File: src/rtl/uart_rx_fifo_if.sv
// Read-side port of the UART receive FIFO: head word, valid/ready handshake and fill level.
// The receiver drives the master side; the consumer attaches to the slave side.
interface uart_rx_fifo_if #(
    parameter int DATA_BITS  = 8,
    parameter int FIFO_DEPTH = 16
);
    localparam int LEVEL_W = $clog2(FIFO_DEPTH) + 1;

    logic [DATA_BITS-1:0] rd_data;
    logic                 rd_valid;
    logic                 rd_ready;
    logic [LEVEL_W-1:0]   fifo_level;

    modport master (
        output rd_data,
        output rd_valid,
        output fifo_level,
        input  rd_ready
    );

    modport slave (
        input  rd_data,
        input  rd_valid,
        input  fifo_level,
        output rd_ready
    );
endinterface

File: src/rtl/uart_rx_fifo.sv
// Parametrised UART receiver (configurable width, parity, stop bits, runtime divisor)
// feeding a small receive FIFO with a valid/ready read port and sticky error flags.
module uart_rx_fifo #(
    parameter int DATA_BITS  = 8,
    parameter int PARITY_EN  = 0,
    parameter int PARITY_ODD = 0,
    parameter int STOP_BITS  = 1,
    parameter int DIV_WIDTH  = 16,
    parameter int FIFO_DEPTH = 16
) (
    input  logic                 clk,
    input  logic                 reset,
    input  logic [DIV_WIDTH-1:0] cfg_div,
    input  logic                 rx,
    uart_rx_fifo_if.master       rd,
    output logic                 busy,
    output logic                 frame_err,
    output logic                 parity_err,
    output logic                 overrun,
    input  logic                 err_clear
);

    localparam int PTR_W   = $clog2(FIFO_DEPTH);
    localparam int LEVEL_W = $clog2(FIFO_DEPTH) + 1;
    localparam int BIT_W   = 4;

    typedef enum logic [2:0] {
        IDLE,
        START,
        DATA,
        PARITY,
        STOP
    } state_t;

    // Receiver state
    logic                 rx_meta;
    logic                 rx_s;
    state_t               state;
    state_t               state_nx;
    logic [DIV_WIDTH-1:0] cnt;
    logic [DIV_WIDTH-1:0] cnt_nx;
    logic [BIT_W-1:0]     bit_idx;
    logic [BIT_W-1:0]     bit_idx_nx;
    logic [DATA_BITS-1:0] shreg;
    logic [DATA_BITS-1:0] shreg_nx;
    logic                 par_bad;
    logic                 par_bad_nx;
    logic                 frm_bad;
    logic                 frm_bad_nx;
    logic                 sample;
    logic                 frame_done;
    logic                 done_frame_bad;
    logic                 done_parity_bad;
    logic                 push_req;

    // FIFO state
    logic [DATA_BITS-1:0] mem [FIFO_DEPTH];
    logic [PTR_W-1:0]     wr_ptr;
    logic [PTR_W-1:0]     rd_ptr;
    logic [LEVEL_W-1:0]   level;
    logic                 pop;
    logic                 full;
    logic                 push_ok;
    logic                 drop;

    always_ff @(posedge clk or posedge reset) begin
        if (reset) begin
            rx_meta <= 1'b1;
            rx_s    <= 1'b1;
        end else begin
            rx_meta <= rx;
            rx_s    <= rx_meta;
        end
    end

    always_ff @(posedge clk or posedge reset) begin
        if (reset) begin
            state   <= IDLE;
            cnt     <= '0;
            bit_idx <= '0;
            shreg   <= '0;
            par_bad <= 1'b0;
            frm_bad <= 1'b0;
        end else begin
            state   <= state_nx;
            cnt     <= cnt_nx;
            bit_idx <= bit_idx_nx;
            shreg   <= shreg_nx;
            par_bad <= par_bad_nx;
            frm_bad <= frm_bad_nx;
        end
    end

    assign sample = (state != IDLE) && (cnt == '0);

    // Every non-idle state runs the same down-counter; state-specific work happens only on a sample.
    always_comb begin
        state_nx        = state;
        cnt_nx          = cnt;
        bit_idx_nx      = bit_idx;
        shreg_nx        = shreg;
        par_bad_nx      = par_bad;
        frm_bad_nx      = frm_bad;
        frame_done      = 1'b0;
        done_frame_bad  = 1'b0;
        done_parity_bad = 1'b0;

        if (state == IDLE) begin
            if (!rx_s) begin
                cnt_nx     = (cfg_div >> 1) - DIV_WIDTH'(1);
                bit_idx_nx = '0;
                par_bad_nx = 1'b0;
                frm_bad_nx = 1'b0;
                state_nx   = START;
            end
        end else if (!sample) begin
            cnt_nx = cnt - DIV_WIDTH'(1);
        end else begin
            cnt_nx = cfg_div - DIV_WIDTH'(1);
            case (state)
                START: begin
                    if (rx_s) begin
                        state_nx = IDLE;
                    end else begin
                        bit_idx_nx = '0;
                        state_nx   = DATA;
                    end
                end
                DATA: begin
                    shreg_nx = {rx_s, shreg[DATA_BITS-1:1]};
                    if (bit_idx == BIT_W'(DATA_BITS - 1)) begin
                        bit_idx_nx = '0;
                        state_nx   = (PARITY_EN != 0) ? PARITY : STOP;
                    end else begin
                        bit_idx_nx = bit_idx + BIT_W'(1);
                    end
                end
                PARITY: begin
                    if (rx_s != ((^shreg) ^ (PARITY_ODD != 0))) begin
                        par_bad_nx = 1'b1;
                    end
                    bit_idx_nx = '0;
                    state_nx   = STOP;
                end
                STOP: begin
                    if (!rx_s) begin
                        frm_bad_nx = 1'b1;
                    end
                    if (bit_idx == BIT_W'(STOP_BITS - 1)) begin
                        frame_done      = 1'b1;
                        done_frame_bad  = frm_bad | ~rx_s;
                        done_parity_bad = par_bad;
                        state_nx        = IDLE;
                    end else begin
                        bit_idx_nx = bit_idx + BIT_W'(1);
                    end
                end
                default: begin
                    state_nx = IDLE;
                end
            endcase
        end
    end

    assign busy     = (state != IDLE);
    assign push_req = frame_done & ~done_frame_bad & ~done_parity_bad;

    // A full FIFO still takes a word when the consumer frees a slot in the same cycle.
    assign pop     = rd.rd_valid & rd.rd_ready;
    assign full    = (level == LEVEL_W'(FIFO_DEPTH));
    assign push_ok = push_req & (~full | pop);
    assign drop    = push_req & ~push_ok;

    always_ff @(posedge clk) begin
        if (push_ok) begin
            mem[wr_ptr] <= shreg;
        end
    end

    always_ff @(posedge clk or posedge reset) begin
        if (reset) begin
            wr_ptr <= '0;
            rd_ptr <= '0;
            level  <= '0;
        end else begin
            if (push_ok) begin
                wr_ptr <= wr_ptr + PTR_W'(1);
            end
            if (pop) begin
                rd_ptr <= rd_ptr + PTR_W'(1);
            end
            if (push_ok && !pop) begin
                level <= level + LEVEL_W'(1);
            end else if (pop && !push_ok) begin
                level <= level - LEVEL_W'(1);
            end
        end
    end

    assign rd.rd_valid   = (level != '0);
    assign rd.rd_data    = rd.rd_valid ? mem[rd_ptr] : '0;
    assign rd.fifo_level = level;

    // A new error event takes priority over a coincident clear.
    always_ff @(posedge clk or posedge reset) begin
        if (reset) begin
            frame_err  <= 1'b0;
            parity_err <= 1'b0;
            overrun    <= 1'b0;
        end else begin
            if (done_frame_bad) begin
                frame_err <= 1'b1;
            end else if (err_clear) begin
                frame_err <= 1'b0;
            end
            if (done_parity_bad) begin
                parity_err <= 1'b1;
            end else if (err_clear) begin
                parity_err <= 1'b0;
            end
            if (drop) begin
                overrun <= 1'b1;
            end else if (err_clear) begin
                overrun <= 1'b0;
            end
        end
    end

endmodule
File: src/flat_wrapper.sv
// flat-port wrapper written by rule: the top's interface ports become plain ports
module uart_rx_fifo_flat 
#(
    parameter int DATA_BITS  = 8,
    parameter int PARITY_EN  = 0,
    parameter int PARITY_ODD = 0,
    parameter int STOP_BITS  = 1,
    parameter int DIV_WIDTH  = 16,
    parameter int FIFO_DEPTH = 16
)
  (clk, reset, cfg_div, rx, busy, frame_err, parity_err, overrun, err_clear, rd_rd_data, rd_rd_valid, rd_fifo_level, rd_rd_ready);
  uart_rx_fifo_if #(.DATA_BITS(DATA_BITS), .FIFO_DEPTH(FIFO_DEPTH)) rd_i ();
  input  logic clk;
  input  logic reset;
  input  logic [DIV_WIDTH-1:0] cfg_div;
  input  logic rx;
  output logic busy;
  output logic frame_err;
  output logic parity_err;
  output logic overrun;
  input  logic err_clear;
  output wire logic [$bits(rd_i.rd_data)-1:0] rd_rd_data;
  output wire logic [$bits(rd_i.rd_valid)-1:0] rd_rd_valid;
  output wire logic [$bits(rd_i.fifo_level)-1:0] rd_fifo_level;
  input wire logic [$bits(rd_i.rd_ready)-1:0] rd_rd_ready;
  assign rd_rd_data = rd_i.rd_data;
  assign rd_rd_valid = rd_i.rd_valid;
  assign rd_fifo_level = rd_i.fifo_level;
  assign rd_i.rd_ready = rd_rd_ready;
  uart_rx_fifo #(.DATA_BITS(DATA_BITS), .PARITY_EN(PARITY_EN), .PARITY_ODD(PARITY_ODD), .STOP_BITS(STOP_BITS), .DIV_WIDTH(DIV_WIDTH), .FIFO_DEPTH(FIFO_DEPTH)) u_core (.clk(clk), .reset(reset), .cfg_div(cfg_div), .rx(rx), .rd(rd_i), .busy(busy), .frame_err(frame_err), .parity_err(parity_err), .overrun(overrun), .err_clear(err_clear));
endmodule
File: config.mk
export PLATFORM = sky130hd
export DESIGN_NAME = uart_rx_fifo_flat
export DESIGN_NICKNAME = d
export VERILOG_FILES = /design/src/rtl/uart_rx_fifo_if.sv /design/src/rtl/uart_rx_fifo.sv /design/src/flat_wrapper.sv
export SDC_FILE = /design/constraint.sdc
export NUM_CORES = 1
export LEC_CHECK = 0
export ABC_AREA = 1
export BUFFER_PORTS_ARGS = -buffer_cell sky130_fd_sc_hd__buf_2
export CORE_ASPECT_RATIO = 0.75
export CORE_MARGIN = 2
export CORE_UTILIZATION = 50
export DETAILED_ROUTE_END_ITERATION = 12
export GPL_ROUTABILITY_DRIVEN = 1
export PLACE_DENSITY = 0.67
export SLEW_MARGIN = 10
export SYNTH_ARGS = -nofsm -noshare
export SYNTH_HDL_FRONTEND = slang
export SYNTH_SLANG_ARGS = --single-unit
File: constraint.sdc
create_clock -name clk -period 6.4 [get_ports clk]
set_clock_uncertainty 0.05 [all_clocks]
set_input_delay 0.32 -clock clk [delete_from_list [all_inputs] [get_ports clk]]
set_output_delay 0.32 -clock clk [all_outputs]
set_load 0.02 [all_outputs]
# --- Word-level counts from Yosys, hierarchy flattened ---
# Memories as Yosys holds them, arrays and structs flattened.
# Index checks and enable logic that the tools add are counted.
op_classes:
  add_sub_neg: 8
  n_eq_ne: 11
  n_mux: 46
  bitwise: 13
  n_reduce_logical: 25
ops:
  columns: ["cell", "n"]
  rows:
  - ["$mux W16", 3]
  - ["$sub A16 B1 Y16 const B", 2]
  - ["$mux W1", 27]
  - ["$mux W4", 5]
  - ["$logic_not A16 Y1", 1]
  - ["$pmux W4 S4", 1]
  - ["$reduce_bool A2 Y1", 8]
  - ["$sub A15 B1 Y16 const B", 1]
  - ["$mux W3", 5]
  - ["$add A4 B1 Y4 const B", 3]
  - ["$pmux W3 S4", 1]
  - ["$mux W5", 2]
  - ["$reduce_bool A5 Y1", 2]
  - ["$reduce_and A3 Y1", 3]
  - ["$mux W8", 1]
  - ["$reduce_and A4 Y1", 2]
  - ["$reduce_xor A8 Y1", 1]
  - ["$eq A3 B2 Y1 const B", 2]
  - ["$ne A3 B1 Y1 const B", 2]
  - ["$not A1 Y1", 6]
  - ["$add A5 B1 Y5 const B", 1]
  - ["$and A1 B1 Y1", 5]
  - ["$eq A5 B5 Y1 const B", 1]
  - ["$sub A5 B1 Y5 const B", 1]
  - ["13 further kinds", 17]
totals:
  reg_bits: 51
  mem_bits_rw: 128
  inputBits: 21
  output_inout_bits: 18
  elab_cells: 118
  n_memories: 1
memory_table:
  columns: ["name", "depth", "word_bits", "read_ports", "rd_ports_with_merged_regs", "write_ports", "line", "text"]
  rows:
  - ["u_core.mem", 16, 8, 1, 0, 1, "uart_rx_fifo.sv:57", "logic [DATA_BITS-1:0] mem [FIFO_DEPTH];"]

# --- Depth between registers and ports, before layout ---
# Gate-level depths: netlist of run 1.
depth:
  ltp_word: 14
  ltp_mapped: 17
  mapped_depth_nobuf: 17

# --- Worst setup path before layout of run 1 ---
# OpenSTA, ideal clock, no wires.
synth_timing:
  kind: "reg2reg"
  from: "reg u_core.level[0] (netlist: u_core.rd.fifo_level[0])"
  to: "reg u_core.level[4] (netlist: u_core.rd.fifo_level[4])"
  setup_time_ns: 0.133
  arrival_time_ns: 2.658
  required_time_ns: 6.217
  setup_slack_ns: 3.559
  stages_incl_launch_ff: 15
  path_buffers: 0
  period_less_slack_ns: 2.841
  cell_sequence: "dfrtp_1 nor4_1 inv_1 nor2_2 inv_1 nand2_1 ha_1 inv_1 ha_1 a21o_1 a31oi_1 nand2_1 nand2_1 nor2_1 xor2_1"
synth_via:
  elab_chain_cells: 7
  word_cells_on_any_way: 15
  cone_classes: "add/sub: 2; eq/ne: 1; mux: 2; bitwise: 4; reduce/logical: 6"
synth_lines:
  columns: ["element", "line", "text"]
  rows:
  - ["start: declaration", "uart_rx_fifo.sv:60", "logic [LEVEL_W-1:0] level;"]
  - ["start signal: assignment", "uart_rx_fifo.sv:193", "level <= level + LEVEL_W'(1);"]
  - ["start signal: assignment", "uart_rx_fifo.sv:195", "level <= level - LEVEL_W'(1);"]
  - ["$reduce_bool A5 Y1 *", "uart_rx_fifo.sv:200", "assign rd.rd_valid = (level != '0);"]
  - ["net rd_rd_valid", "flat_wrapper.sv:23", "output wire logic [$bits(rd_i.rd_valid)-1:0] rd_rd_valid;"]
  - ["$and A1 B1 Y1 *", "uart_rx_fifo.sv:169", "assign pop = rd.rd_valid & rd.rd_ready;"]
  - ["$or A1 B1 Y1", "uart_rx_fifo.sv:171", "assign push_ok = push_req & (~full | pop);"]
  - ["$and A1 B1 Y1", "uart_rx_fifo.sv:171", null]
  - ["$logic_not A1 Y1", "uart_rx_fifo.sv:194", "end else if (pop && !push_ok) begin"]
  - ["$logic_and A1 B1 Y1", "uart_rx_fifo.sv:194", null]
  - ["$reduce_bool A2 Y1 (no source line)", null, null]
# The timed path passes the listed nets; every way through them passes the cells marked *. The select of a mux whose other input is x is not followed.
# A chain may end at the register's enable or synchronous reset.

# --- Final worst setup path of run 1 ---
layout_timing:
  from: "reg u_core.rd_ptr[0]"
  to: "out rd_rd_data[1]"
layout_via:
  elab_chain_cells: 2
layout_lines:
  columns: ["element", "line", "text"]
  rows:
  - ["start: declaration", "uart_rx_fifo.sv:59", "logic [PTR_W-1:0] rd_ptr;"]
  - ["start signal: assignment", "uart_rx_fifo.sv:190", "rd_ptr <= rd_ptr + PTR_W'(1);"]
  - ["$mem_v2 Z16 W8", null, null]
  - ["$mux W8", "uart_rx_fifo.sv:201", "assign rd.rd_data = rd.rd_valid ? mem[rd_ptr] : '0;"]
  - ["end: declaration", "flat_wrapper.sv:22", "output wire logic [$bits(rd_i.rd_data)-1:0] rd_rd_data;"]
# Every way passes these cells.

==> insert_results.sql, run 1 <==
INSERT INTO impl_metrics (metric_group, metric, value, unit) VALUES
('route', 'drt_first_pass_iters', '8', ''),
('die', 'chip_width', '153', 'µm'),
('die', 'die_span_in_y', '116', 'µm'),
('sta', 'tns_setup', '0', 'ns'),
('synth', 'yosys_register_bits', '179', ''),
('setup_path', 'cp_cell_sequence', 'buf_4 -> inv_1 -> buf_4 -> o21ai_0 -> o221ai_1 -> nand3_1 -> a21oi_1 -> buf_2', ''),
('clock_tree', 'clock_insertion_delay_worst_skew', '0.44', 'ns'),
('run_status', 'status', 'finished with violations', ''),
('power', 'p_clk_share', '26.0', '%'),
('die', 'io-pin-count', '39', ''),
('synth', 'ys_async_sr_fraction', '28.5', '%'),
('route', 'via_per_inst', '5.78', ''),
('global_routing', 'grt_usage', '23.2', '%'),
('power', 'cellLeakagePower', '3.58', 'nW'),
('power', 'intPower', '0.00234', 'W'),
('setup_path', 'worst_ep_required_time', '6.03', 'ns'),
('placed_design', 'gp_congestion', '0.888', ''),
('clock_tree', 'cts-root-to-sink-buffers', '2', ''),
('global_routing', 'overflow', '0', ''),
('power', 'p_seq_share', '36.0', '%'),
('synth', 'postSynthNetCount', '839', ''),
('route', 'dr_total_vias', '6105', ''),
('route', 'first_iter_violations', '801', ''),
('global_routing', 'via_count_of_the_first_global_routing_pass', '5814', ''),
('sta', 'maxSlewHeadroom', '25.6', '%'),
('power', 'p_per_area', '432', 'nW/µm²'),
('sta', 'worst_slew_pin_slew', '1.11', 'ns'),
('synth', 'synth_enable_flop_cells', '128', ''),
('route', 'final_antenna_net_count', '0', ''),
('die', 'core_region_area', '16100', 'µm²'),
('setup_path', 'endpoint_kind_of_the_worst_setup_timing_path', 'output port', ''),
('global_routing', 'antenna_found_initial', '0', ''),
('synth', 'synth_area_per_cell', '10.3', 'µm²'),
('finish', 'finalCoreUtilization', '57.2', '%'),
('power', 'p_sw', '0.00164', 'W'),
('clock_tree', 'cts-htree-levels', '4', ''),
('setup_path', 'crit_path_max_incr_delay', '0.51', 'ns'),
('run', 'max-cap-violations', '0', ''),
('synth', 'postSynthCellCount', '805', ''),
('die', 'design.die.area', '17600', 'µm²'),
('run_status', 'violated_checks', 'hold timing', ''),
('synth', 'synth_top_flop_cell', 'sky130_fd_sc_hd__edfxtp_1', ''),
('route', 'wirelength_routed', '19700', 'µm'),
('setup_path', 'startpoint_type', 'register', ''),
('finish', 'area.growth.synth_to_final', '11.2', '%'),
('finish', 'diodes', '0', ''),
('sta', 'final_hold_viol_count', '11', ''),
('placed_design', 'placement.io_buffers', '38', ''),
('route', 'drt_drc_violations_left', '0', ''),
('die', 'start_util', '51.4', '%'),
('setup_path', 'crit_path_top_delay_cell', 'sky130_fd_sc_hd__buf_4', ''),
('power', 'comb_power_share', '38.0', '%'),
('clock_tree', 'path_clk_slew', '0.07', 'ns'),
('setup_path', 'count_of_cell_instances_traversed_by_the_critical_path', '8', ''),
('setup_path', 'worst_r2r_path_depth', '16', ''),
('power', 'peakVddDrop', '213', 'µV'),
('setup_path', 'critical_path.n_buffers_inverters', '4', ''),
('clock_tree', 'cts_post_setup_buffers_inserted', '0', ''),
('finish', 'mostFrequentLayoutCells', '131 x sky130_fd_sc_hd__nor2_1, 128 x sky130_fd_sc_hd__edfxtp_1, 118 x sky130_fd_sc_hd__nand2_1', ''),
('sta', 'finalSetupViolCount', '0', ''),
('setup_path', 'worst_path_most_repeated_cell', 'sky130_fd_sc_hd__buf_4', ''),
('min_path', 'min-delay-path-class', 'input port to asynchronous set/reset pin', ''),
('sta', 'fin_hold_ws', '-0.00824', 'ns'),
('die', 'placement_row_count', '40', ''),
('finish', 'drive_gt1_share', '12.6', '%'),
('finish', 'layout_commonest_cell', 'sky130_fd_sc_hd__nor2_1', ''),
('setup_path', 'top_family_by_delay_on_critical_path', 'buffers and inverters', ''),
('placed_design', 'hpwl', '12800', 'µm'),
('clock_tree', 'cts_hold_buf', '1', ''),
('setup_path', 'crit_path_max_fanout', '66', ''),
('setup_path', 'crit_arrival', '3.31', 'ns');
==> cells in the mapped netlist, types with 2 or more instances <==
cell type | instances | area, µm²
sky130_fd_sc_hd__a21o_1 | 2 | 15.0
sky130_fd_sc_hd__a21oi_1 | 18 | 90.1
sky130_fd_sc_hd__a31oi_1 | 5 | 31.3
sky130_fd_sc_hd__buf_2 | 7 | 35.0
sky130_fd_sc_hd__buf_6 | 2 | 22.5
sky130_fd_sc_hd__clkbuf_1 | 24 | 90.1
sky130_fd_sc_hd__dfrtp_1 | 49 | 1230
sky130_fd_sc_hd__dfstp_2 | 2 | 52.6
sky130_fd_sc_hd__edfxtp_1 | 128 | 3840
sky130_fd_sc_hd__ha_1 | 12 | 150
sky130_fd_sc_hd__inv_1 | 54 | 203
sky130_fd_sc_hd__inv_2 | 2 | 7.51
sky130_fd_sc_hd__nand2_1 | 118 | 443
sky130_fd_sc_hd__nand2_2 | 2 | 12.5
sky130_fd_sc_hd__nand3_1 | 57 | 285
sky130_fd_sc_hd__nand3_2 | 7 | 70.1
sky130_fd_sc_hd__nand4_1 | 10 | 62.6
sky130_fd_sc_hd__nor2_1 | 131 | 492
sky130_fd_sc_hd__nor2_2 | 9 | 56.3
sky130_fd_sc_hd__nor2_4 | 5 | 56.3
sky130_fd_sc_hd__nor3_1 | 2 | 10.0
sky130_fd_sc_hd__nor4_1 | 2 | 12.5
sky130_fd_sc_hd__o21ai_0 | 87 | 435
sky130_fd_sc_hd__o21bai_1 | 2 | 15.0
sky130_fd_sc_hd__o221ai_1 | 24 | 210
sky130_fd_sc_hd__o22ai_1 | 12 | 75.1
sky130_fd_sc_hd__xnor2_1 | 7 | 61.3
sky130_fd_sc_hd__xor2_1 | 12 | 105
==> path summary, 6_finish.rpt <==
kind | startpoint | end | slack (ns)
setup / recovery | u_core.rd_ptr[0] | rd_rd_data[1] | 2.72
hold / removal | reset | u_core.bit_idx[1] | -0.008
setup reg to reg | u_core.cnt[4] | u_core.rd.fifo_level[4] | 3.04
hold reg to reg | u_core.rx_meta | u_core.rx_s | 0.31
max in group asynchronous | reset | u_core.shreg[5] | 5.86
min in group clk | err_clear | u_core.frame_err | 0.05
==> tightest hold or removal path, delay by kind of cell <==
family	cells	cell delay, ns
buffers and inverters	3	0.64
==> per-stage QoR <==
step / setup WS, ns / hold WS (ns) / instance area, µm² / std cells / total power (W)
detailed placement: 3.09 / 0.300 / 8620 / 1023 / 0.00295
floorplan: 3.56 / 0.274 / 8290 / 805 / 0.00253
global placement: 3.16 / 0.296 / 8620 / 1023 / 0.00291
global route: 2.48 / 0.0584 / 9220 / 1056 / 0.00422
finish: 2.72 / -0.00824 / 9220 / 1056 / 0.00399
CTS: 2.79 / 0.0191 / 9220 / 1056 / 0.00398
==> cell families (layout without fill, tap and decap cells) <==
| kind of cell | count (synthesis) | count (layout) | share of synthesized area [%] |
|---|---|---|---|
| AO/OA/AOI/OAI | 153 | 153 | 10.8 |
| XOR/XNOR | 19 | 19 | 2.01 |
| adder cells (fa/ha/maj) | 13 | 13 | 2.05 |
| buffers and inverters | 91 | 132 | 4.41 |
| flip-flops | 179 | 179 | 61.8 |
| multiplexers | 2 | 2 | 0.257 |
| AND/OR/NAND/NOR | 348 | 348 | 18.7 |
==> state kept, by name (all words and copies together) (netlist names), 3 cells and up <==
register and cells:
u_core.rd.fifo_level 5, u_core.rd_ptr 4, u_core.state 3, u_core.bit_idx 4, u_core.wr_ptr 4, u_core.shreg 8
u_core.cnt 16, u_core.mem 128
==> area by class of cell <==
| class | count | area [µm²] |
|---|---|---|
| fillers | 1348 | 6900 |
| flip-flops and latches | 179 | 5120 |
| multi-input cells | 535 | 2800 |
| clock buffers | 17 | 425 |
| well taps | 210 | 263 |
| repair buffers | 43 | 230 |
| inverters | 57 | 214 |
| clock inverters | 15 | 158 |
==> routing by layer <==
| metal | part of all wire [%] | GRT usage (%) | vias to the layer above |
|---|---|---|---|
| li1 | - | - | 2872 |
| met1 | 45 | 34.3 | 2961 |
| met2 | 44 | 34.0 | 253 |
| met3 | 9.0 | 5.42 | 19 |
| met4 | 1.3 | 7.90 | 0 |
| met5 | 0 | 0 | - |
==> power groups by stage <==
stage	Sequential [W]	Clock [W]	Combinational, W
floorplan	0.00144	0	0.00109
global route	0.00145	0.00109	0.00168
CTS	0.00143	0.00105	0.00150
global placement	0.00145	0	0.00146
finish	0.00144	0.00104	0.00151
detailed placement	0.00146	0	0.00149
Power figures use the tool's default switching activity.
==> run 2: changes to the inputs <==
Settings changed: PLACE_DENSITY 0.67 to 0.7.
Clock period 6.4 ns to 2.9 ns, I/O delays scaled along.
==> insert_results.sql, run 2 (synthesis results as in run 1) <==
INSERT INTO impl_metrics (metric_group, metric, value, unit) VALUES
('finish', 'largest-register', 'u_core.mem', ''),
('clock_tree', 'clk_root_buffer_cell', 'sky130_fd_sc_hd__clkbuf_16', ''),
('setup_path', 'endpoint_kind_of_the_worst_setup_timing_path', 'register', ''),
('route', 'wirelength_routed', '19400', 'µm'),
('finish', 'layoutNonFillerInstCount', '1096', ''),
('global_routing', 'grt_start_max_net_pins', '55', ''),
('placed_design', 'hpwl', '12500', 'µm'),
('die', 'chip_width', '153', 'µm'),
('sta', 'setup_repair_after_global_routing_missed_its_margin', 'no', ''),
('setup_path', 'worst_ep_required_time', '3.16', 'ns'),
('finish', 'largestRegisters', 'u_core.mem: 128 flops, u_core.cnt: 16 flops, u_core.shreg: 8 flops', ''),
('global_routing', 'wire_length_of_the_first_global_routing_pass', '31200', 'µm'),
('route', 'drt_drc_violations_left', '0', ''),
('finish', 'layout_commonest_cell', 'sky130_fd_sc_hd__nor2_1', ''),
('sta', 'final_hold_viol_count', '0', ''),
('die', 'design.die.area', '17600', 'µm²'),
('sta', 'final_max_slew_viol_count', '0', ''),
('die', 'start_util', '51.4', '%'),
('sta', 'maxSlewHeadroom', '48.7', '%'),
('route', 'first_iter_violations', '645', ''),
('clock_tree', 'cts_inserted_buffers', '17', ''),
('finish', 'drive_gt1_share', '16.9', '%'),
('clock_tree', 'path_clk_slew', '0.06', 'ns'),
('sta', 'worst_slew_pin_slew', '0.769', 'ns'),
('clock_tree', 'clock_insertion_delay_worst_skew', '0.43', 'ns'),
('route', 'dr_total_vias', '6247', ''),
('setup_path', 'startpoint_type', 'register', ''),
('setup_path', 'crit_path_max_fanout', '5', ''),
('sta', 'tns_setup', '0', 'ns'),
('sta', 'period_minus_slack', '2.68', 'ns'),
('sta', 'finalSetupViolCount', '0', ''),
('clock_tree', 'cts-root-to-sink-buffers', '2', ''),
('power', 'peakVddDrop', '571', 'µV'),
('sta', 'layout_worst_path_cycle_share', '92.4', '%'),
('power', 'cellLeakagePower', '3.81', 'nW'),
('sta', 'achievable-frequency', '0.373', 'GHz'),
('global_routing', 'antenna_found_initial', '0', ''),
('setup_path', 'critical_path_class', 'register to register', ''),
('finish', 'fin_nets', '909', ''),
('global_routing', 'grt_usage', '23.1', '%'),
('global_routing', 'overflow', '0', ''),
('clock_tree', 'cts_tree', 'yes', ''),
('finish', 'fillcell_total', '1319', ''),
('route', 'routed_wire_length_per_instance', '17.7', 'µm'),
('global_routing', 'via_count_of_the_first_global_routing_pass', '5857', ''),
('placed_design', 'placement.io_buffers', '38', ''),
('placed_design', 'gp_congestion', '0.892', ''),
('clock_tree', 'clkSinkCount', '179', ''),
('power', 'p_per_area', '941', 'nW/µm²'),
('setup_path', 'crit_arrival', '2.94', 'ns'),
('clock_tree', 'cts-htree-levels', '4', ''),
('route', 'drt_first_pass_iters', '5', ''),
('die', 'io-pin-count', '39', ''),
('finish', 'largest_reg_flops', '128', ''),
('die', 'die_span_in_y', '116', 'µm'),
('finish', 'area.growth.synth_to_final', '16.1', '%'),
('route', 'final_antenna_net_count', '0', ''),
('die', 'core_region_area', '16100', 'µm²'),
('finish', 'diodes', '0', ''),
('route', 'via_per_inst', '5.70', ''),
('run_status', 'status', 'complete, no violations', ''),
('finish', 'mostFrequentLayoutCells', '129 x sky130_fd_sc_hd__nor2_1, 128 x sky130_fd_sc_hd__edfxtp_1, 117 x sky130_fd_sc_hd__nand2_1', ''),
('die', 'placement_row_count', '40', ''),
('min_path', 'min-delay-path-class', 'input port to register', ''),
('placed_design', 'place_inst', '1061', ''),
('run', 'max-cap-violations', '0', '');
## run 2: path summary, 6_finish.rpt
check	start	endpoint	slack, ns	cells after the start
hold / removal	cfg_div[0]	u_core.cnt[0]	0.1	6
max in group asynchronous	reset	u_core.cnt[9]	1.72	4
hold reg to reg	u_core.rx_meta	u_core.rx_s	0.31	0
min in group asynchronous	reset	u_core.rd.fifo_level[3]	0.29	3
setup reg to reg	u_core.cnt[6]	u_core.rd.fifo_level[4]	0.22	16
setup / recovery	u_core.cnt[6]	u_core.rd.fifo_level[4]	0.22	16
## run 2: through the flow
step | worst slack (ns) | cell area, µm² | power, W | util (%) | hold WS, ns
3_3_place_gp | 0.174 | 8930 | 0.00658 | 55.4 | 0.202
6_report | 0.220 | 9630 | 0.00906 | 59.8 | 0.0957
4_1_cts | 0.0375 | 9570 | 0.00900 | 59.4 | 0.0857
5_1_grt | 0.0128 | 9630 | 0.00961 | 59.8 | 0.109
3_5_place_dp | 0.124 | 8930 | 0.00664 | 55.4 | 0.202
2_1_floorplan | 0.0587 | 8290 | 0.00559 | - | 0.0995
## run 2: cell type report
type / instances / area [µm²] / share of cell area (%)
multi-input combinational: 535 / 2860 / 29.7
inverter: 57 / 214 / 2.22
timing repair buffer: 85 / 578 / 6.00
clock buffer: 19 / 433 / 4.50
sequential: 179 / 5120 / 53.2
tap: 210 / 263 / 2.73
clock inverter: 11 / 161 / 1.68
## run 2: where the power goes
| group | total [W] | internal, W | switching, W |
|---|---|---|---|
| sequential | 0.00319 | 0.00293 | 0.000258 |
| clock | 0.00235 | 0.00143 | 0.000927 |
| combinational | 0.00351 | 0.00119 | 0.00232 |
## run 2: layer usage
layer | vias up | routed length [µm] | global-route usage, %
met1 | 3056 | 9330 | 35.0
met3 | 12 | 1330 | 4.71
met5 | - | 0 | 0
li1 | 2954 | - | -
met4 | 0 | 155 | 5.74
met2 | 225 | 8540 | 34.6
## run 2: worst max-delay path, stage by stage, from the launching register on
cell and delay [ns]:
sky130_fd_sc_hd__dfrtp_1 0.39, sky130_fd_sc_hd__nor2_1 0.11, sky130_fd_sc_hd__nand2_1 0.12, sky130_fd_sc_hd__nor2_4 0.16, sky130_fd_sc_hd__nand2_4 0.10, sky130_fd_sc_hd__nor3_4 0.23, sky130_fd_sc_hd__nand2_2 0.09, sky130_fd_sc_hd__nor2_4 0.15
sky130_fd_sc_hd__ha_4 0.16, sky130_fd_sc_hd__inv_2 0.07, sky130_fd_sc_hd__ha_4 0.23, sky130_fd_sc_hd__a21o_1 0.19, sky130_fd_sc_hd__a31oi_2 0.18, sky130_fd_sc_hd__nand2_1 0.09, sky130_fd_sc_hd__nand2_1 0.07, sky130_fd_sc_hd__nor2_1 0.05
sky130_fd_sc_hd__xor2_1 0.13
## run 2: timing repair
| action | 4_1_cts | 5_1_grt |
|---|---|---|
| hold endpoints to repair | 29 | 0 |
| buffers inserted | 0 | 1 |
| hold buffers | 4 | 0 |
| endpoints found under the setup margin | 0 | 2 |
| resized for setup | 0 | 12 |
==> run 3: changes to the inputs <==
Settings changed: ABC_AREA 1 to not set, BUFFER_PORTS_ARGS -buffer_cell sky130_fd_sc_hd__buf_2 to -buffer_cell sky130_fd_sc_hd__clkbuf_2, GPL_TIMING_DRIVEN set to 0.
==> insert_results.sql, run 3 <==
INSERT INTO impl_metrics (metric_group, metric, value, unit) VALUES
('run_status', 'status', 'finished with violations', ''),
('run_status', 'violated_checks', 'setup timing', ''),
('sta', 'finalSetupViolCount', '8', ''),
('sta', 'layout_worst_path_cycle_share', '106', '%'),
('placed_design', 'placement.io_buffers', '38', ''),
('finish', 'post-route-cell-area', '9590', 'µm²'),
('setup_path', 'crit_arrival', '3.34', 'ns'),
('setup_path', 'reg2reg_to', 'u_core.rd.fifo_level[4]', ''),
('die', 'start_util', '50.8', '%'),
('route', 'drt_drc_violations_left', '0', ''),
('route', 'dr_total_vias', '4867', ''),
('synth', 'synth_most_common_cell', 'sky130_fd_sc_hd__edfxtp_1', ''),
('route', 'drt_first_pass_iters', '6', ''),
('global_routing', 'wire_length_of_the_first_global_routing_pass', '26300', 'µm'),
('placed_design', 'hpwl', '11300', 'µm'),
('sta', 'tns_setup', '-0.493', 'ns'),
('finish', 'largestRegisters', 'u_core.mem: 128 flops, u_core.cnt: 16 flops, u_core.shreg: 8 flops', ''),
('clock_tree', 'cts_tree', 'yes', ''),
('power', 'cellLeakagePower', '3.46', 'nW'),
('setup_path', 'critical_path_class', 'register to register', ''),
('sta', 'worst_slew_pin_slew', '0.808', 'ns'),
('finish', 'diodes', '0', ''),
('finish', 'area.growth.synth_to_final', '18.5', '%'),
('synth', 'synth_area_per_cell', '15.0', 'µm²'),
('finish', 'mostFrequentLayoutCells', '128 x sky130_fd_sc_hd__edfxtp_1, 42 x sky130_fd_sc_hd__dfrtp_1, 41 x sky130_fd_sc_hd__nand2_1, 41 x sky130_fd_sc_hd__clkbuf_2, 40 x sky130_fd_sc_hd__mux4_2', ''),
('synth', 'ys_top_cells_by_area', 'sky130_fd_sc_hd__edfxtp_1 48%, sky130_fd_sc_hd__dfrtp_1 15%, sky130_fd_sc_hd__mux4_2 11%', ''),
('finish', 'largest_reg_flops', '128', ''),
('synth', 'synth.distinct_cells', '60', ''),
('synth', 'synth_top_flop_cell', 'sky130_fd_sc_hd__edfxtp_1', ''),
('run', 'max-cap-violations', '0', ''),
('route', 'first_iter_violations', '417', ''),
('finish', 'largest-register', 'u_core.mem', ''),
('synth', 'postSynthNetCount', '573', ''),
('route', 'final_antenna_net_count', '0', ''),
('synth', 'yosys_register_bits', '179', ''),
('placed_design', 'post_dp_cell_area', '8610', 'µm²'),
('placed_design', 'gp_congestion', '0.894', ''),
('route', 'wirelength_routed', '16900', 'µm'),
('clock_tree', 'clock_insertion_delay_worst_skew', '0.43', 'ns'),
('synth', 'ys_warns', '0', ''),
('sta', 'postLayoutSetupSlackWorst', '-0.175', 'ns'),
('clock_tree', 'path_clk_slew', '0.07', 'ns'),
('sta', 'final_hold_viol_count', '0', ''),
('finish', 'fin_nets', '653', ''),
('die', 'chip_width', '151', 'µm'),
('finish', 'drive_gt1_share', '32.8', '%'),
('sta', 'final_max_slew_viol_count', '0', ''),
('finish', 'finalCoreUtilization', '60.3', '%'),
('finish', 'layout_commonest_cell', 'sky130_fd_sc_hd__edfxtp_1', ''),
('setup_path', 'rrSetupSlack', '-0.17', 'ns'),
('global_routing', 'overflow', '0', ''),
('route', 'routed_wire_length_per_instance', '20.2', 'µm'),
('setup_path', 'endpoint_kind_of_the_worst_setup_timing_path', 'register', ''),
('die', 'core_region_area', '15900', 'µm²'),
('setup_path', 'worst_r2r_path_depth', '12', ''),
('synth', 'synth.top_cells.by_count', '128 x sky130_fd_sc_hd__edfxtp_1, 49 x sky130_fd_sc_hd__dfrtp_1, 41 x sky130_fd_sc_hd__nand2_1', ''),
('power', 'p_total', '0.00834', 'W'),
('clock_tree', 'clk_root_buffer_cell', 'sky130_fd_sc_hd__clkbuf_16', ''),
('sta', 'period_minus_slack', '3.07', 'ns'),
('clock_tree', 'cts-root-to-sink-buffers', '2', ''),
('power', 'p_per_area', '870', 'nW/µm²'),
('global_routing', 'antenna_found_initial', '0', ''),
('global_routing', 'via_count_of_the_first_global_routing_pass', '4798', ''),
('synth', 'ys_async_sr_fraction', '28.5', '%'),
('clock_tree', 'cts-htree-levels', '4', ''),
('sta', 'maxSlewHeadroom', '46.1', '%'),
('setup_path', 'startpoint_of_the_most_critical_register_to_register_path', 'u_core.cnt[3]', ''),
('synth', 'synth_largest_area_cell', 'sky130_fd_sc_hd__edfxtp_1', ''),
('route', 'via_per_inst', '5.80', ''),
('setup_path', 'worstSetupStartpoint', 'u_core.cnt[3]', ''),
('global_routing', 'grt_start_max_net_pins', '28', ''),
('die', 'io-pin-count', '39', ''),
('synth', 'fraction_of_post_synthesis_cell_area_in_the_top_cell_type_by_area', '47.5', '%'),
('synth', 'synth_enable_flop_cells', '128', ''),
('sta', 'setup_repair_after_global_routing_missed_its_margin', 'yes', ''),
('clock_tree', 'cts_inserted_buffers', '17', ''),
('setup_path', 'startpoint_type', 'register', ''),
('synth', 'postSynthCellCount', '539', ''),
('die', 'die_span_in_y', '114', 'µm'),
('synth', 'synth_sequential_area_ratio', '63.3', '%'),
('setup_path', 'worst_ep_required_time', '3.17', 'ns'),
('setup_path', 'worstSetupEndpoint', 'u_core.rd.fifo_level[4]', ''),
('die', 'design.die.area', '17200', 'µm²'),
('setup_path', 'crit_path_max_fanout', '4', ''),
('power', 'peakVddDrop', '524', 'µV'),
('clock_tree', 'clkSinkCount', '179', ''),
('sta', 'achievable-frequency', '0.325', 'GHz'),
('min_path', 'min-delay-path-class', 'input port to register', ''),
('die', 'placement_row_count', '40', ''),
('synth', 'synth_area', '8090', 'µm²'),
('global_routing', 'grt_usage', '20.8', '%');
-- run 3: cell count changes after synthesis, moves of 11 or more --
cell,before,now
sky130_fd_sc_hd__nor2_1,131,26
sky130_fd_sc_hd__nand2_1,118,41
sky130_fd_sc_hd__o21ai_0,87,31
sky130_fd_sc_hd__nand3_1,57,7
sky130_fd_sc_hd__inv_1,54,11
sky130_fd_sc_hd__mux4_2,0,40
sky130_fd_sc_hd__and2_1,0,26
sky130_fd_sc_hd__o221ai_1,24,0
sky130_fd_sc_hd__xnor2_1,7,21
sky130_fd_sc_hd__clkbuf_1,24,13
-- run 3: through the flow --
step | setup slack, ns | cells | hold WS [ns]
after floorplan | -0.296 | 539 | 0.0995
after global placement | -0.817 | 787 | 0.183
after detailed placement | -0.833 | 788 | 0.171
after CTS | -0.193 | 833 | 0.0456
after global routing | -0.343 | 839 | 0.0683
final | -0.175 | 839 | 0.0552
-- run 3: per-layer routing --
layer	global-route usage (%)	up-vias	share of wire, %
met2	31.6	145	47
met4	5.61	0	0.80
met3	5.30	11	5.6
met5	0	-	0
met1	30.4	2490	47
li1	-	2221	-
-- run 3: timing repair --
action                                 CTS  global route
setup endpoints to repair              148           142
pin swaps                               10            16
resized for setup                       37            27
hold buffers                             4             0
endpoints found under the hold margin   27             0
setup buffers                           16             7
-- run 3: layout make-up --
cell class	instances	area, µm²
sequential	179	5130
clock buffer	20	437
tap	210	263
fill	1200	6320
buffer	19	113
inverter	12	50.0
multi-input combinational	324	2970
clock inverter	9	181
timing repair buffer	66	448
-- run 3: kinds of logic (layout without fill, tap and decap cells) --
kind of cell,Yosys count,after routing,synth area share [%]
AO/OA/AOI/OAI,80,80,6.12
XOR/XNOR,29,29,3.14
adder cells (fa/ha/maj),13,13,2.10
buffers and inverters,36,126,2.03
flip-flops,179,179,63.3
multiplexers,57,57,13.4
AND/OR/NAND/NOR,145,145,9.91
-- run 3: how the worst min path moves through the flow --
stage | endpoint | slack (ns) | start | cells after the start
2_1_floorplan | u_core.rx_meta | 0.1 | rx | 0
3_3_place_gp | u_core.rx_meta | 0.18 | rx | 1
3_5_place_dp | u_core.rd_ptr[1] | 0.17 | reset | 2
4_1_cts | u_core.overrun | 0.05 | rd_rd_ready | 3
5_1_grt | u_core.overrun | 0.07 | rd_rd_ready | 3
6_report | u_core.overrun | 0.06 | rd_rd_ready | 3
-- run 3: power by group --
group,total (W),internal [W],switching [W],leakage (nW)
logic,0.00270,0.00122,0.00147,1.33
clock network,0.00245,0.00152,0.000929,0.289
registers,0.00320,0.00293,0.000271,1.84
-- run 3: critical path: stages, from the launching register on --
cell,delay [ns]
sky130_fd_sc_hd__dfrtp_2,0.44
sky130_fd_sc_hd__nor4_4,0.31
sky130_fd_sc_hd__and4_4,0.31
sky130_fd_sc_hd__nand4_4,0.13
sky130_fd_sc_hd__nor4b_4,0.36
sky130_fd_sc_hd__ha_2,0.28
sky130_fd_sc_hd__inv_4,0.05
sky130_fd_sc_hd__fa_2,0.34
sky130_fd_sc_hd__a21o_1,0.20
sky130_fd_sc_hd__a21oi_2,0.14
sky130_fd_sc_hd__xnor2_1,0.12
sky130_fd_sc_hd__nor2_1,0.07
sky130_fd_sc_hd__xor2_1,0.15
